### src/rtl/dsp_op_scheduler_if.sv
// Requester, DSP control and response signals of the DSP operation scheduler.
// slave: the scheduler side; master: the requesters/DSP environment side.
interface dsp_op_scheduler_if;
  logic       req0_valid;
  logic       req1_valid;
  logic       req0_ready;
  logic       req1_ready;
  logic [1:0] req0_mode;
  logic [1:0] req1_mode;
  logic       req0_mac;
  logic       req1_mac;
  logic [1:0] req0_shift;
  logic [1:0] req1_shift;
  logic       dsp_start;
  logic [1:0] dsp_mode;
  logic       dsp_mac;
  logic [1:0] dsp_barrel_shifter;
  logic       dsp_done;
  logic       rsp_valid;
  logic       rsp_id;
  logic       rsp_err;
  logic       busy;
  logic       err_flag;

  modport slave (
    input  req0_valid, req1_valid, req0_mode, req1_mode, req0_mac, req1_mac,
    input  req0_shift, req1_shift, dsp_done,
    output req0_ready, req1_ready, dsp_start, dsp_mode, dsp_mac, dsp_barrel_shifter,
    output rsp_valid, rsp_id, rsp_err, busy, err_flag
  );

  modport master (
    output req0_valid, req1_valid, req0_mode, req1_mode, req0_mac, req1_mac,
    output req0_shift, req1_shift, dsp_done,
    input  req0_ready, req1_ready, dsp_start, dsp_mode, dsp_mac, dsp_barrel_shifter,
    input  rsp_valid, rsp_id, rsp_err, busy, err_flag
  );
endinterface

### src/rtl/dsp_op_scheduler.sv
// Round-robin two-requester scheduler issuing one DSP operation per II cycles.
// Define DSP_SCHED_LATCHK_EN to check dsp_done timing and raise a sticky err_flag.
module dsp_op_scheduler #(
  parameter int unsigned II    = 4,
  parameter int unsigned LAT_W = 2
) (
  input logic               clk,
  input logic               rst,
  dsp_op_scheduler_if.slave bus_io
);

  typedef enum logic [1:0] {StIdle, StIssue, StWait, StGap} state_e;

  localparam logic [3:0] GapEnd = 4'(II - 1);

  state_e           state_q, state_d;
  logic             last_q, last_d;
  logic [LAT_W-1:0] lat_q, lat_d;
  logic [3:0]       ii_cnt_q, ii_cnt_d;
  logic [1:0]       mode_q, shift_q;
  logic             mac_q, id_q, err_q;

  logic       grant0, grant1, accept, acc_illegal;
  logic [1:0] acc_mode, acc_shift;
  logic       acc_mac;

  function automatic logic [LAT_W-1:0] lat_of(input logic [1:0] mode);
    case (mode)
      2'b01:   return LAT_W'(1);
      2'b10:   return LAT_W'(3);
      default: return '0;
    endcase
  endfunction

  // last_q holds the index of the most recent grant; the other side wins a tie.
  assign grant1 = bus_io.req1_valid & (~bus_io.req0_valid | ~last_q);
  assign grant0 = bus_io.req0_valid & ~grant1;

  assign bus_io.req0_ready = (state_q == StIdle) & ~rst & grant0;
  assign bus_io.req1_ready = (state_q == StIdle) & ~rst & grant1;
  assign accept            = bus_io.req0_ready | bus_io.req1_ready;

  assign acc_mode    = grant1 ? bus_io.req1_mode  : bus_io.req0_mode;
  assign acc_mac     = grant1 ? bus_io.req1_mac   : bus_io.req0_mac;
  assign acc_shift   = grant1 ? bus_io.req1_shift : bus_io.req0_shift;
  assign acc_illegal = (acc_mode == 2'b11);

  always_comb begin
    state_d  = state_q;
    last_d   = last_q;
    lat_d    = lat_q;
    ii_cnt_d = (ii_cnt_q == 4'hf) ? ii_cnt_q : 4'(ii_cnt_q + 4'd1);
    case (state_q)
      StIdle: begin
        if (accept) begin
          state_d  = StIssue;
          last_d   = grant1;
          lat_d    = lat_of(acc_mode);
          ii_cnt_d = 4'd1;
        end
      end
      StIssue: begin
        if (err_q) begin
          state_d = StIdle;
        end else if (lat_q == '0) begin
          state_d = StGap;
        end else begin
          state_d = StWait;
          lat_d   = lat_q - LAT_W'(1);
        end
      end
      StWait: begin
        if (lat_q == '0) begin
          state_d = StGap;
        end else begin
          lat_d = lat_q - LAT_W'(1);
        end
      end
      StGap: begin
        // ii_cnt_q counts cycles since the accept; IDLE is reached at T+II at the earliest.
        if (ii_cnt_q >= GapEnd) state_d = StIdle;
      end
      default: state_d = StIdle;
    endcase
  end

  always_ff @(posedge clk) begin
    if (rst) begin
      state_q  <= StIdle;
      last_q   <= 1'b1;
      lat_q    <= '0;
      ii_cnt_q <= '0;
      mode_q   <= 2'b00;
      mac_q    <= 1'b0;
      shift_q  <= 2'b00;
      id_q     <= 1'b0;
      err_q    <= 1'b0;
    end else begin
      state_q  <= state_d;
      last_q   <= last_d;
      lat_q    <= lat_d;
      ii_cnt_q <= ii_cnt_d;
      if (accept) begin
        id_q  <= grant1;
        err_q <= acc_illegal;
        // The DSP bus keeps the last issued op; an illegal op never reaches it.
        if (!acc_illegal) begin
          mode_q  <= acc_mode;
          mac_q   <= acc_mac;
          shift_q <= acc_shift;
        end
      end
    end
  end

  assign bus_io.busy               = (state_q != StIdle);
  assign bus_io.dsp_start          = (state_q == StIssue) & ~err_q;
  assign bus_io.rsp_valid          = ((state_q == StIssue) & (err_q | (lat_q == '0))) |
                                     ((state_q == StWait) & (lat_q == '0));
  assign bus_io.rsp_id             = bus_io.rsp_valid & id_q;
  assign bus_io.rsp_err            = bus_io.rsp_valid & err_q;
  assign bus_io.dsp_mode           = mode_q;
  assign bus_io.dsp_mac            = mac_q;
  assign bus_io.dsp_barrel_shifter = shift_q;

`ifdef DSP_SCHED_LATCHK_EN
  logic err_flag_q;
  logic done_exp;

  // A legal op completes exactly when its response is produced.
  assign done_exp = bus_io.rsp_valid & ~err_q;

  always_ff @(posedge clk) begin
    if (rst) begin
      err_flag_q <= 1'b0;
    end else if (bus_io.dsp_done != done_exp) begin
      err_flag_q <= 1'b1;
    end
  end

  assign bus_io.err_flag = err_flag_q;
`else
  assign bus_io.err_flag = bus_io.dsp_done & 1'b0;
`endif

endmodule

### src/flat_wrapper.sv
// flat-port wrapper written by rule: the top's interface ports become plain ports
module dsp_op_scheduler_flat 
#(
  parameter int unsigned II    = 4,
  parameter int unsigned LAT_W = 2
)
  (clk, rst, bus_io_req0_valid, bus_io_req1_valid, bus_io_req0_mode, bus_io_req1_mode, bus_io_req0_mac, bus_io_req1_mac, bus_io_req0_shift, bus_io_req1_shift, bus_io_dsp_done, bus_io_req0_ready, bus_io_req1_ready, bus_io_dsp_start, bus_io_dsp_mode, bus_io_dsp_mac, bus_io_dsp_barrel_shifter, bus_io_rsp_valid, bus_io_rsp_id, bus_io_rsp_err, bus_io_busy, bus_io_err_flag);
  dsp_op_scheduler_if bus_io_i ();
  input logic clk;
  input logic rst;
  input wire logic [$bits(bus_io_i.req0_valid)-1:0] bus_io_req0_valid;
  input wire logic [$bits(bus_io_i.req1_valid)-1:0] bus_io_req1_valid;
  input wire logic [$bits(bus_io_i.req0_mode)-1:0] bus_io_req0_mode;
  input wire logic [$bits(bus_io_i.req1_mode)-1:0] bus_io_req1_mode;
  input wire logic [$bits(bus_io_i.req0_mac)-1:0] bus_io_req0_mac;
  input wire logic [$bits(bus_io_i.req1_mac)-1:0] bus_io_req1_mac;
  input wire logic [$bits(bus_io_i.req0_shift)-1:0] bus_io_req0_shift;
  input wire logic [$bits(bus_io_i.req1_shift)-1:0] bus_io_req1_shift;
  input wire logic [$bits(bus_io_i.dsp_done)-1:0] bus_io_dsp_done;
  output wire logic [$bits(bus_io_i.req0_ready)-1:0] bus_io_req0_ready;
  output wire logic [$bits(bus_io_i.req1_ready)-1:0] bus_io_req1_ready;
  output wire logic [$bits(bus_io_i.dsp_start)-1:0] bus_io_dsp_start;
  output wire logic [$bits(bus_io_i.dsp_mode)-1:0] bus_io_dsp_mode;
  output wire logic [$bits(bus_io_i.dsp_mac)-1:0] bus_io_dsp_mac;
  output wire logic [$bits(bus_io_i.dsp_barrel_shifter)-1:0] bus_io_dsp_barrel_shifter;
  output wire logic [$bits(bus_io_i.rsp_valid)-1:0] bus_io_rsp_valid;
  output wire logic [$bits(bus_io_i.rsp_id)-1:0] bus_io_rsp_id;
  output wire logic [$bits(bus_io_i.rsp_err)-1:0] bus_io_rsp_err;
  output wire logic [$bits(bus_io_i.busy)-1:0] bus_io_busy;
  output wire logic [$bits(bus_io_i.err_flag)-1:0] bus_io_err_flag;
  assign bus_io_i.req0_valid = bus_io_req0_valid;
  assign bus_io_i.req1_valid = bus_io_req1_valid;
  assign bus_io_i.req0_mode = bus_io_req0_mode;
  assign bus_io_i.req1_mode = bus_io_req1_mode;
  assign bus_io_i.req0_mac = bus_io_req0_mac;
  assign bus_io_i.req1_mac = bus_io_req1_mac;
  assign bus_io_i.req0_shift = bus_io_req0_shift;
  assign bus_io_i.req1_shift = bus_io_req1_shift;
  assign bus_io_i.dsp_done = bus_io_dsp_done;
  assign bus_io_req0_ready = bus_io_i.req0_ready;
  assign bus_io_req1_ready = bus_io_i.req1_ready;
  assign bus_io_dsp_start = bus_io_i.dsp_start;
  assign bus_io_dsp_mode = bus_io_i.dsp_mode;
  assign bus_io_dsp_mac = bus_io_i.dsp_mac;
  assign bus_io_dsp_barrel_shifter = bus_io_i.dsp_barrel_shifter;
  assign bus_io_rsp_valid = bus_io_i.rsp_valid;
  assign bus_io_rsp_id = bus_io_i.rsp_id;
  assign bus_io_rsp_err = bus_io_i.rsp_err;
  assign bus_io_busy = bus_io_i.busy;
  assign bus_io_err_flag = bus_io_i.err_flag;
  dsp_op_scheduler #(.II(II), .LAT_W(LAT_W)) u_core (.clk(clk), .rst(rst), .bus_io(bus_io_i));
endmodule
### config.mk
export PLATFORM = sky130hd
export DESIGN_NAME = dsp_op_scheduler_flat
export DESIGN_NICKNAME = d
export VERILOG_FILES = /design/src/rtl/dsp_op_scheduler_if.sv /design/src/rtl/dsp_op_scheduler.sv /design/src/flat_wrapper.sv
export SDC_FILE = /design/constraint.sdc
export NUM_CORES = 1
export LEC_CHECK = 0
export ABC_CLOCK_PERIOD_IN_PS = 2400
export CELL_PAD_IN_SITES_DETAIL_PLACEMENT = 0
export CELL_PAD_IN_SITES_GLOBAL_PLACEMENT = 1
export CORE_AREA = 2 2 54 61
export CTS_CLUSTER_SIZE = 8
export DETAILED_ROUTE_END_ITERATION = 6
export DIE_AREA = 0 0 56 63
export PLACE_DENSITY_LB_ADDON = 0.3
export SLEW_MARGIN = 25
export SYNTH_ARGS = -nofsm -noshare
export SYNTH_HDL_FRONTEND = slang
export SYNTH_SLANG_ARGS = --single-unit
### constraint.sdc
create_clock -name clk -period 2.4 [get_ports clk]
set_input_delay 0.24 -clock clk [delete_from_list [all_inputs] [get_ports clk]]
set_output_delay 0.24 -clock clk [all_outputs]
set_load 0.03 [all_outputs]
==> impl_metrics.yaml <==
floorplan:
  initial_core_util_pct: 32.27
  rows: 21
  pin_count: 28
  core_um2: 2943
  die_width_um: 56
  die_area_um2: 3528
  die_y_um: 63
synth:
  ys_seq_area_share_pct: 33.73
  ys_ff_latch: 16
  syn_nets: 131
  ys_types: 32
  synth_top_area_share_pct: 33.73
  syn_avg_cell_area_um2: 8.875
  yosysTopAreaCell: "dfxtp_1"
  syn_area_um2: 949.7
  yosys-top-cells-area: "dfxtp_1 34%, ha_1 12%, mux2i_1 8.4%, nor2_1 5.9%, a211oi_1 4.7%"
  synthCells: 107
  ys_warn_count: 0
pwr:
  p_switching_w: 0.0003356
  leakagePower_nw: 0.6308
  seq_power_share_pct: 35.6
  peakVddDrop_v: 0.0004402
  total_power_w: 0.0009201
  pwr-share-comb_pct: 44.9
  powerDensity_nw_per_um2: 689.8
  intPower_w: 0.0005845
  p_clk_share_pct: 19.6
  swShare_pct: 36.48
placed_design:
  dpl_cell_area_um2: 1287
  dp_slack_ns: -0.02567
  placed_cells: 172
  place.gp.congestion: 0.7350
  dp_hpwl_mm: 1.612
  io_buffers: 25
final_layout:
  drive_gt1_share_pct: 11.97
  n_antenna_cell: 0
  final_common_cell: "clkdlybuf4s50_1"
  layout_common_cells: "21 x clkdlybuf4s50_1, 16 x dfxtp_1, 15 x nor2_1"
  fin_area_um2: 1334
  instances_no_fill: 176
  syn2layout_area_growth_pct: 40.45
  nets: 167
status:
  outcome: "finished clean"
clocking:
  cts_num_sinks: 16
  cts-root-buf: "clkbuf_4"
  h-tree-depth: 1
  clkLatencyLatePin_ns: 0.28
  clkTransAtPathRegs_ns: 0.10
  tritoncts: "yes"
  cts_setup_buffers: 0
  numCtsBuffers: 3
  clk_path_buf_depth: 2
sta:
  finalHoldViolCount: 0
  fin_ws_ns: 0.2006
  finalSetupViolCount: 0
  finalMaxSlewViolations: 0
  timing.slew.headroom_pct: 64.74
  skew_ns: 0.001518
  fmax_mhz: 454.7
  fin_crit_sh_pct: 91.64
  whs_ns: 0.5075
  rsz0062_at_grt: "no"
  period_minus_slack_ns: 2.199
  worstMarginPinSlew_ns: 0.5288
critical_path:
  rr_endpoint: "u_core.lat_q[1]$_SDFFE_PP0P_"
  worst-setup-path-type: "flip-flop to output port"
  cpMostUsedCell: "inv_1"
  crit_chain: "inv_1, ha_1, inv_1, clkdlybuf4s50_1"
  r2r_cells: 7
  critPathMaxStageDelay_ns: 0.70
  arrival_ns: 1.96
  required_ns: 2.16
  path_delay_family: "buffers and inverters"
  crit_path_end_kind: "output port"
  r2r_start: "u_core.state_q[0]$_SDFFE_PP0P_"
  cp_slowest_cell: "clkdlybuf4s50_1"
  crit_fanout: 5
  startpoint_type: "flip-flop"
  r2r_slack_ns: 0.40
  cp_num_buf_inv: 3
global_route:
  antenna_found_initial: 0
  grt_use_total_pct: 12.35
  grt_max_degree: 17
  grt_pass1_wl_mm: 3.615
  grt_pass1_vias: 878
  grt_remaining_overflow: 0
job:
  maxCapViolations: 0
route:
  ant_nets: 0
  drtIter0Drc: 21
  wirelength_mm: 1.998
  detail_route.wl_per_cell_um: 11.35
  drc: 0
  dr.pass1.iters: 4
  vias_per_cell: 4.892
  num_vias: 861
worst_hold_path:
  hold_path.startpoint: "u_core.bus_io.dsp_mode[1]$_SDFFE_PP0P_"
  hold_end: "u_core.bus_io.dsp_mode[1]$_SDFFE_PP0P_"
  whs_path_depth: 2
  holdCritPathClass: "flip-flop to flip-flop"
cell type report:
type / instances / area (um^2)
inverters: 9 / 33.78
repair buffers: 34 / 327.8
multi-input cells: 79 / 573.1
flip-flops and latches: 16 / 320.3
well taps: 34 / 42.54
clock buffers: 4 / 36.28
fillers: 303 / 1609
Yosys cell counts, drive strengths merged:
cell     n
o21ai    3
and2     2
ha       9
a221oi   1
xnor2    1
a21o     3
nand3    3
mux2     1
a222oi   2
nor4     1
nand2    6
nor2b    3
inv      9
a21oi    3
mux2i    8
nor3     1
nor4b    1
dfxtp   16
a31oi    1
o21bai   1
nand2b   3
nor2    15
a21boi   1
nor3b    1
a221o    1
a211oi   6
clkbuf   1
buf      2
a22oi    1
conb     1
per-layer routing:
metal / up-vias / wire (um) / GRT usage, %
met5: - / 0 / 0
met2: 14 / 1051 / 22.79
li1: 444 / - / -
met4: 0 / 16 / 2.679
met1: 401 / 875 / 14.34
met3: 2 / 55 / 2.692
sequential cells by signal (all words and copies together) (netlist names), named ones only:
| register | count |
|---|---|
| u_core.bus_io.dsp_barrel_shifter | 2 |
| u_core.ii_cnt_q | 4 |
| u_core.state_q | 1 |
| u_core.id_q | 1 |
| u_core.lat_q | 2 |
| u_core.err_q | 1 |
| u_core.bus_io.dsp_mac | 1 |
| u_core.bus_io.dsp_mode | 2 |
| u_core.last_q | 1 |
power groups by stage:
| stage | Combinational (W) | Sequential (W) | Clock, W |
|---|---|---|---|
| 5_1_grt | 0.000458 | 0.000332 | 0.000199 |
| 6_report | 0.000413 | 0.000327 | 0.000180 |
| 3_5_place_dp | 0.000418 | 0.000333 | 0 |
| 2_1_floorplan | 0.000250 | 0.000347 | 0 |
| 4_1_cts | 0.000420 | 0.000327 | 0.000189 |
| 3_3_place_gp | 0.000410 | 0.000331 | 0 |
tightest hold or removal path, cell delays in order, from the launching register on:
cell	delay, ns
dfxtp_1	0.34
mux2i_1	0.07
nor2_1	0.07
what timing repair did:
action,CTS,global route
setup endpoints to repair,0,4
hold buffers,0,0
hold endpoints to repair,0,0
gates resized for setup,0,4
per-stage QoR:
step,util [%],setup TNS (ns)
2_1_floorplan,-,0
3_3_place_gp,43.75,0
3_5_place_dp,43.75,-0.02567
4_1_cts,44.98,0
5_1_grt,45.32,0
6_report,45.32,0
worst max-delay path by stage:
stage,from,end,cells past startpoint
2_1_floorplan,u_core.state_q[0]$_SDFFE_PP0P_,bus_io_req0_ready,4
3_3_place_gp,bus_io_req1_valid,u_core.bus_io.dsp_mode[1]$_SDFFE_PP0P_,8
3_5_place_dp,bus_io_req1_valid,u_core.bus_io.dsp_mode[1]$_SDFFE_PP0P_,8
4_1_cts,u_core.state_q[0]$_SDFFE_PP0P_,bus_io_rsp_err,6
5_1_grt,u_core.state_q[0]$_SDFFE_PP0P_,bus_io_rsp_valid,5
6_report,u_core.state_q[0]$_SDFFE_PP0P_,bus_io_busy,4
logic make-up after synthesis:
logic type,Yosys count,synth area share [%]
muxes,9,9.618
buffers and inverters,12,5.928
AOI/OAI and AO/OA,23,17.92
xor gates and xnor gates,1,0.9224
adders and majority gates,9,11.86
other,1,0.3949
and+or+nand+nor,36,19.63
DFF,16,33.73
Note: power is estimated with default switching activity, not from simulation.
